### config.mk
export PLATFORM = sky130hd
export DESIGN_NAME = instruction_fetch_flat
export DESIGN_NICKNAME = d
export VERILOG_FILES = /design/src/rtl/instruction_fetch_if.sv /design/src/rtl/instruction_fetch.sv /design/src/flat_wrapper.sv
export SDC_FILE = /design/constraint.sdc
export NUM_CORES = 1
export LEC_CHECK = 0
export CAP_MARGIN = 20
export CORE_AREA = 2 2 129 131
export DETAILED_ROUTE_END_ITERATION = 10
export DIE_AREA = 0 0 131 133
export HOLD_SLACK_MARGIN = 0.08
export PLACE_DENSITY = 0.8
export REMOVE_ABC_BUFFERS = 1
export SETUP_SLACK_MARGIN = 0.5
export SYNTH_ARGS = -nofsm -noshare
export SYNTH_HDL_FRONTEND = slang
export SYNTH_SLANG_ARGS = --single-unit
### constraint.sdc
create_clock -name clk -period 3.1 [get_ports clk]
set_input_delay 0.93 -clock clk [delete_from_list [all_inputs] [get_ports clk]]
set_output_delay 0.93 -clock clk [all_outputs]
set_load 0.01 [all_outputs]
### src/rtl/instruction_fetch_if.sv
// Instruction memory request/response bus between the fetch stage (master)
// and the instruction memory (slave). Request/grant handshake followed by a
// single-cycle rvalid pulse carrying the fetched word.
interface instruction_fetch_if #(
  parameter int XLEN = 32
);
  logic            req;
  logic [XLEN-1:0] addr;
  logic            gnt;
  logic            rvalid;
  logic [XLEN-1:0] rdata;

  modport master (
    output req,
    output addr,
    input  gnt,
    input  rvalid,
    input  rdata
  );

  modport slave (
    input  req,
    input  addr,
    output gnt,
    output rvalid,
    output rdata
  );
endinterface

### src/rtl/instruction_fetch.sv
// Single-issue fetch stage. Owns the program counter, fetches one word at a
// time over the instruction memory bus and holds it, with its PC, until the
// decode stage accepts it. The accept cycle selects the next PC.
//
// Optional feature: define FETCH_MISALIGN_CHK_EN to trap on a next PC whose
// low two bits are non-zero (adds output fetch_misalign and a TRAP state).
// Without it the low two bits of the next PC are simply cleared.
module instruction_fetch #(
  parameter int              XLEN     = 32,
  parameter logic [XLEN-1:0] RESET_PC = 32'h0000_0000
) (
  input  logic                 clk,
  input  logic                 rst_n,
  instruction_fetch_if.master  imem,
  input  logic [1:0]           pc_select,
  input  logic [XLEN-1:0]      imm,
  input  logic [XLEN-1:0]      rs1_data,
  input  logic                 inst_ready,
  output logic                 inst_valid,
  output logic [XLEN-1:0]      inst,
  output logic [XLEN-1:0]      inst_pc,
  output logic [XLEN-1:0]      pc_plus4
`ifdef FETCH_MISALIGN_CHK_EN
  ,
  output logic                 fetch_misalign
`endif
);

  localparam logic [XLEN-1:0] NOP        = 32'h0000_0013;
  localparam logic [XLEN-1:0] CLEAR_BIT0 = {{(XLEN-1){1'b1}}, 1'b0};
  localparam logic [XLEN-1:0] CLEAR_LOW2 = {{(XLEN-2){1'b1}}, 2'b00};

  typedef enum logic [2:0] {
    RESET_WAIT,
    REQ,
    WAIT_RSP,
    HOLD
`ifdef FETCH_MISALIGN_CHK_EN
    ,
    TRAP
`endif
  } state_t;

  state_t          state;
  logic [XLEN-1:0] fetch_pc;
  logic [XLEN-1:0] target;
  logic [XLEN-1:0] next_pc;
  logic            accept;

  // Link value for the instruction being presented; wraps silently.
  assign pc_plus4  = inst_pc + 32'd4;
  assign accept    = inst_valid && inst_ready;
  // The fetch address is the registered fetch PC; in TRAP it shows the fault.
  assign imem.addr = fetch_pc;

  // Next-PC selection from the downstream control code, using inst_pc as the PC term.
  always_comb begin
    // NOTE: every always_comb output gets a default first so no path infers a latch.
    target = pc_plus4;
    case (pc_select)
      2'b01:   target = inst_pc + imm;
      2'b10:   target = (rs1_data + imm) & CLEAR_BIT0;
      default: target = pc_plus4;
    endcase
`ifdef FETCH_MISALIGN_CHK_EN
    next_pc = target;
`else
    next_pc = target & CLEAR_LOW2;
`endif
  end

  // Fetch FSM with registered request and instruction outputs.
  always_ff @(posedge clk or negedge rst_n) begin
    if (!rst_n) begin
      state      <= RESET_WAIT;
      fetch_pc   <= RESET_PC;
      imem.req   <= 1'b0;
      inst_valid <= 1'b0;
      inst       <= NOP;
      inst_pc    <= RESET_PC;
`ifdef FETCH_MISALIGN_CHK_EN
      fetch_misalign <= 1'b0;
`endif
    end else begin
      // NOTE: sequential state uses non-blocking assignments so every register
      // samples pre-edge values regardless of statement order.
      case (state)
        RESET_WAIT: begin
          imem.req <= 1'b1;
          state    <= REQ;
        end
        REQ: begin
          // rvalid here is a protocol error and is deliberately ignored.
          if (imem.gnt) begin
            imem.req <= 1'b0;
            state    <= WAIT_RSP;
          end
        end
        WAIT_RSP: begin
          if (imem.rvalid) begin
            inst       <= imem.rdata;
            inst_pc    <= fetch_pc;
            inst_valid <= 1'b1;
            state      <= HOLD;
          end
        end
        HOLD: begin
          if (accept) begin
            fetch_pc   <= next_pc;
            inst_valid <= 1'b0;
`ifdef FETCH_MISALIGN_CHK_EN
            if (next_pc[1:0] != 2'b00) begin
              fetch_misalign <= 1'b1;
              state          <= TRAP;
            end else begin
              imem.req <= 1'b1;
              state    <= REQ;
            end
`else
            imem.req <= 1'b1;
            state    <= REQ;
`endif
          end
        end
`ifdef FETCH_MISALIGN_CHK_EN
        TRAP: begin
          // Terminal until reset.
          state <= TRAP;
        end
`endif
        default: begin
          state <= RESET_WAIT;
        end
      endcase
    end
  end

endmodule

### src/flat_wrapper.sv
// flat-port wrapper written by rule: the top's interface ports become plain ports
module instruction_fetch_flat 
#(
  parameter int              XLEN     = 32,
  parameter logic [XLEN-1:0] RESET_PC = 32'h0000_0000
)
  (clk, rst_n, pc_select, imm, rs1_data, inst_ready, inst_valid, inst, inst_pc, pc_plus4, imem_req, imem_addr, imem_gnt, imem_rvalid, imem_rdata);
  instruction_fetch_if #(.XLEN(XLEN)) imem_i ();
  input  logic clk;
  input  logic rst_n;
  input  logic [1:0] pc_select;
  input  logic [XLEN-1:0] imm;
  input  logic [XLEN-1:0] rs1_data;
  input  logic inst_ready;
  output logic inst_valid;
  output logic [XLEN-1:0] inst;
  output logic [XLEN-1:0] inst_pc;
  output logic [XLEN-1:0] pc_plus4;
  output wire logic [$bits(imem_i.req)-1:0] imem_req;
  output wire logic [$bits(imem_i.addr)-1:0] imem_addr;
  input wire logic [$bits(imem_i.gnt)-1:0] imem_gnt;
  input wire logic [$bits(imem_i.rvalid)-1:0] imem_rvalid;
  input wire logic [$bits(imem_i.rdata)-1:0] imem_rdata;
  assign imem_req = imem_i.req;
  assign imem_addr = imem_i.addr;
  assign imem_i.gnt = imem_gnt;
  assign imem_i.rvalid = imem_rvalid;
  assign imem_i.rdata = imem_rdata;
  instruction_fetch #(.XLEN(XLEN), .RESET_PC(RESET_PC)) u_core (.clk(clk), .rst_n(rst_n), .imem(imem_i), .pc_select(pc_select), .imm(imm), .rs1_data(rs1_data), .inst_ready(inst_ready), .inst_valid(inst_valid), .inst(inst), .inst_pc(inst_pc), .pc_plus4(pc_plus4));
endmodule
# Word level (Yosys, flattened, before mapping)
# Index checks and enable logic that the tools add are counted.
# word_totals
regBits	97
out_inout_bits	130
# op_classes
n_addsub	3
eq_ne	8
muxes	11
n_reduce_logical	9
# op_table
cell	count
$add A32 B32 Y32	2
$pmux W32 S2	1
$add A32 B3 Y32 const B	1
$pmux W3 S4	1
$mux W3	3
$reduce_and A3 Y1	3
$eq A3 B2 Y1 const B	2
$mux W1	4
$ne A2 B2 Y1 const B	2
$reduce_and A2 Y1	2
$eq A3 B1 Y1 const B	1
$logic_not A3 Y1	1
$pmux W1 S3	1
$reduce_bool A3 Y1	1
$eq A2 B1 Y1 const B	1
$eq A2 B2 Y1 const B	1
$ne A2 B1 Y1 const B	1
$pmux W1 S2	1
$reduce_bool A2 Y1	1
$logic_and A1 B1 Y1	1

# Longest topological paths before layout
# Gate-level depths: netlist of the first run.
# logic_depth
depth_word	3
mapped_depth	12
ltp_nobuf	12

# Worst setup path before layout of the first run
# Ideal clock, no wire load.
# synth_timing
kind	in2reg
from	input port imm[12]
to	register u_core.fetch_pc[23] (netlist: u_core.imem.addr[23])
setup_time_ns	0.121
arrival_time_ns	3.143
required_ns	2.979
path_slack_ns	-0.164
stages	11
path_buffers	1
cell_sequence	ha_1 > buf_6 > a21o_1 > a21o_1 > a31o_1 > a41oi_2 > a21oi_2 > a221o_1 > xor2_1 > a221o_1 > a22o_1
# synth_via
elab_chain_cells	2
elab_cells_between_ends	3
cone_classes	2 x add/sub; 1 x mux
# synth_rtl
element	line	rtl
start, declared	flat_wrapper.sv:12	input logic [XLEN-1:0] imm;
$add A32 B32 Y32 (on tied branches)	instruction_fetch.sv:62, instruction_fetch.sv:61	
$pmux W32 S2 *	instruction_fetch.sv:60	case (pc_select)
end signal, assigned	instruction_fetch.sv:109	fetch_pc <= next_pc;
end, declared	instruction_fetch.sv:45	logic [XLEN-1:0] fetch_pc;
# Mark *: on every way between the ends. The rest lies on a longest branch, timed or not.
# A chain may end at the register's enable or synchronous reset.

# Final worst setup path of the first run
# layout_timing
from	register u_core.inst_pc[14]
to	output port pc_plus4[30]
# layout_via
elab_chain_cells	1
# layout_rtl
element	line	rtl
start, declared	instruction_fetch.sv:21	output logic [XLEN-1:0] inst_pc,
start signal, assigned	instruction_fetch.sv:102	inst_pc <= fetch_pc;
$add A32 B3 Y32	instruction_fetch.sv:51	assign pc_plus4 = inst_pc + 32'd4;
end, declared	flat_wrapper.sv:18	output logic [XLEN-1:0] pc_plus4;
# No other way between the ends.

==> summary.txt, run 1 <==
Yosys
  • Xor/xnor cell area share of the yosys netlist: 0.08824
  • EDFF count, synth: 0
  • Area of the mapped netlist: a little under 0.008 mm^2
  • Post-synthesis sequential area ratio: 0.3108
  • Top cells by count, synth: 93 x dfrtp_1, 66 x ha_1, 66 x nand2_1
  • Async SR Flop Fraction: 1.000
  • Most common cell in the netlist: dfrtp_1
  • Synth Area in Simple Gates: 0.1416
  • Yosys Warn Count: 0
  • Mux cell area share after synthesis: 0.09825
  • Compound-Gate Fraction of Synth Area: 0.2154
  • Adder-cell share of the synthesized area: 0.1092
  • Cell taking the most area after synthesis: dfrtp_1
  • Top cells by area, synth: dfrtp_1 30%, ha_1 11%, mux2_2 9.3%
  • Syn Area/Cell: 9.130 um^2
  • Largest family of logic cells by synthesized area: compound AO/OA/AOI/OAI gates
  • Main synth FF type: dfrtp_1
  • Synth Instances: between 800 and 900
  • Distinct cells, synth: between 70 and 80
  • Post-synth top area share: 0.3006
  • #FFs+latches synth: 96

Setup path
  • Setup Crit Path Kind: register to primary output
  • Setup crit end: pc_plus4[30]
  • Required time worst endpoint: between 2 and 2.5 ns
  • R2r startpoint: u_core.inst_pc[5]
  • Setup slack, reg-to-reg: -0.04 ns
  • RR Endpoint: u_core.imem.addr[31]
  • CP Launch Type: register
  • CP startpoint: u_core.inst_pc[14]
  • Largest fanout on the critical path: 2
  • Reg2Reg Depth: 15
  • Crit path capture type: primary output
  • Crit path DAT: between 2 and 2.5 ns

Layout
  • Layout area overhead: 84.74%
  • # diodes: 0
  • Util after Layout: 0.8845
  • Final Cell Area: 0.01430 mm^2
  • Final nets: between 1000 and 1500
  • Layout cell share with drive strength beyond 1: 0.4865

Route
  • Iteration-0 DRC Markers: 1095
  • Wire length per cell: 25.33 um
  • Vias post-DR: ~10000
  • Routed WL: about 39000 um
  • # DRC: 0
  • DR vias/cell: approximately 6.4
  • Pre-antenna DRT Iters: 6
  • Post-DRT Antenna Nets: 0

Power and ir drop
  • Net Sw Power: roughly 1.2 mW
  • PD cells: around 260 mW/mm^2
  • Comb power frac: 0.348
  • Sw Share: 0.3379
  • Power Total: 3.663 mW
  • Clock power share: 0.310
  • Reg power frac: 0.342
  • P_int: 2.425 mW
  • Maximum VDD drop: between 0.4 and 0.5 mV
  • Leak: just under 7 nW

Floorplan
  • Num ports: 233
  • Core area: about 0.016 mm^2
  • Die ar.: 0.01742 mm^2
  • Die Y-Extent: ~130 um
  • Chip Width: 131 um
  • Initial core utilization: 0.4788
  • Core Rows: 47

STA
  • F_max: about 0.30 GHz
  • Fin crit share: 1.080
  • Final setup viols: 16
  • RSZ-0062 raised after global routing: true
  • Final Max Tran Viols: 0
  • PnR worst setup slack: -0.2479 ns
  • Final min period: between 3 and 4 ns
  • Sum of negative setup slack: -1.448 ns
  • Pin slew with the least headroom to its limit: ~0.70 ns
  • Clock Skews: slightly above 0.01 ns
  • Hold Fails Final Rpt: 0
  • Max-slew headroom: 0.5320

Hold path
  • Hold Crit Class: register to register

Clock tree
  • Clk buf depth: 2
  • Hold buffers post-CTS: 0
  • Later-pin clock latency in the skew report: ~0.37 ns
  • H-tree levels: 3
  • Worst-path clk slew: 0.07 ns
  • CTS Root Cell: clkbuf_16
  • CTS tree: built
  • Num CTS Buffers: 9
  • TritonCTS Sinks: 96

Placed design
  • Placed cell areas: 0.01183 mm^2
  • Pre-CTS setup slack: -0.7999 ns
  • Buffers on Ports: approximately 230
  • HPWL Detailed: 22350 um
  • Gpl congestion: between 0.9 and 1

Global routing
  • Number of global-route vias before repair: ~9600
  • Initial antenna violation count: 0
  • First-pass GRT wire length: a little under 50000 um
  • GRT Total Usage: 0.3660
  • Largest net degree at the start of global routing: 54
  • GRT overflow: 0

Status
  • Failing checks: setup timing
  • Status: finished with violations

Job
  • Max Cap Violations: 0
## state kept, by name, indices dropped and copies added (netlist names)
| signal | cells |
|---|---|
| u_core.imem.addr | 30 |
| u_core.inst_valid | 1 |
| u_core.imem.req | 1 |
| u_core.state | 2 |
| u_core.inst | 32 |
| u_core.inst_pc | 30 |
## metrics by stage
stage                     cells  hold WS (ns)
after floorplan             812        0.5307
after global placement     1481        0.4859
after detailed placement   1481        0.4923
after CTS                  1522        0.5091
after global routing       1552        0.5174
final                      1552        0.5048
## power by group through the flow
stage | Combinational, mW | Clock [mW] | Sequential, mW
after global routing | 1.32 | 1.18 | 1.25
after detailed placement | 0.892 | 0 | 1.28
after CTS | 1.07 | 1.11 | 1.25
after global placement | 0.879 | 0 | 1.28
final | 1.28 | 1.13 | 1.25
after floorplan | 0.395 | 0 | 1.28
## critical path, cell delays in order (launching register included)
cell	delay, ns
dfrtp_1	0.40
nand4_1	0.21
buf_4	0.21
nor3_4	0.25
and3_4	0.24
and3_4	0.20
nand4_1	0.16
xnor2_2	0.22
buf_2	0.16
## logic make-up (layout without fill, tap and decap cells)
group	count (synthesis)	in the layout
buffers and inverters	66	545
AOI/OAI and AO/OA	246	246
muxes	68	68
other	1	6
and+or+nand+nor	226	226
adders and majority gates	67	67
DFF	96	96
xor gates and xnor gates	78	78
## worst min path at each step
stage / endpoint / slack [ns] / depth (start not counted) / from
floorplan: u_core.imem.addr[10] / 0.53 / 2 / u_core.imem.addr[10]
global placement: u_core.inst[5] / 0.49 / 1 / u_core.inst[5]
detailed placement: u_core.inst[16] / 0.49 / 1 / u_core.inst[16]
CTS: u_core.inst[16] / 0.51 / 1 / u_core.inst[16]
global route: u_core.inst[31] / 0.52 / 1 / u_core.inst[31]
finish: u_core.inst[31] / 0.50 / 1 / u_core.inst[31]
## area by class of cell
cell class,count,area [um^2]
clock buffers,9,225.2
inverters,25,97.59
well taps,220,275.3
clock inverters,7,67.56
repair buffers,504,4330
fillers,693,1868
multi-input cells,691,6902
flip-flops and latches,96,2406
## routing by layer
| metal | global-route usage | share of wire | up-vias |
|---|---|---|---|
| li1 | - | - | 4089 |
| met1 | 0.4236 | 0.33 | 4683 |
| met2 | 0.6220 | 0.46 | 894 |
| met3 | 0.07481 | 0.11 | 339 |
| met4 | 0.2074 | 0.10 | 0 |
| met5 | 0 | 0 | - |
## placed cells by master, fill, tap and decap left out, types with 7 or more instances in the layout
master / n
buf_4: 250
clkdlybuf4s50_1: 150
dfrtp_1: 93
mux2_2: 62
nand2_1: 55
nor2_1: 40
ha_4: 38
buf_6: 35
a21o_1: 32
xnor2_1: 31
a21oi_1: 30
buf_2: 26
ha_1: 25
nand4_1: 22
inv_1: 21
o21ai_2: 18
o21ai_0: 18
nand3_1: 17
xnor2_2: 15
o21ai_1: 14
a21oi_2: 13
a221oi_2: 13
clkbuf_2: 13
xor2_1: 12
o21bai_1: 11
xor2_2: 10
a21oi_4: 10
nor3_1: 10
dlymetal6s2s_1: 10
clkbuf_16: 9
nor2_2: 8
o21a_1: 8
o31ai_1: 7
dlygate4sd2_1: 7
## what timing repair did
action,4_1_cts,5_1_grt
gates cloned,0,0
pin swaps,110,127
resized for setup,398,202
endpoints found under the setup margin,57,55
buffers inserted,25,30
Power figures use the tool's default switching activity.
==> inputs of run 2 (changes only) <==
Settings changed: SLEW_MARGIN from default to 20.
==> results of run 2 <==
No change in the layout: final DEF, timing and power equal those of run 1.
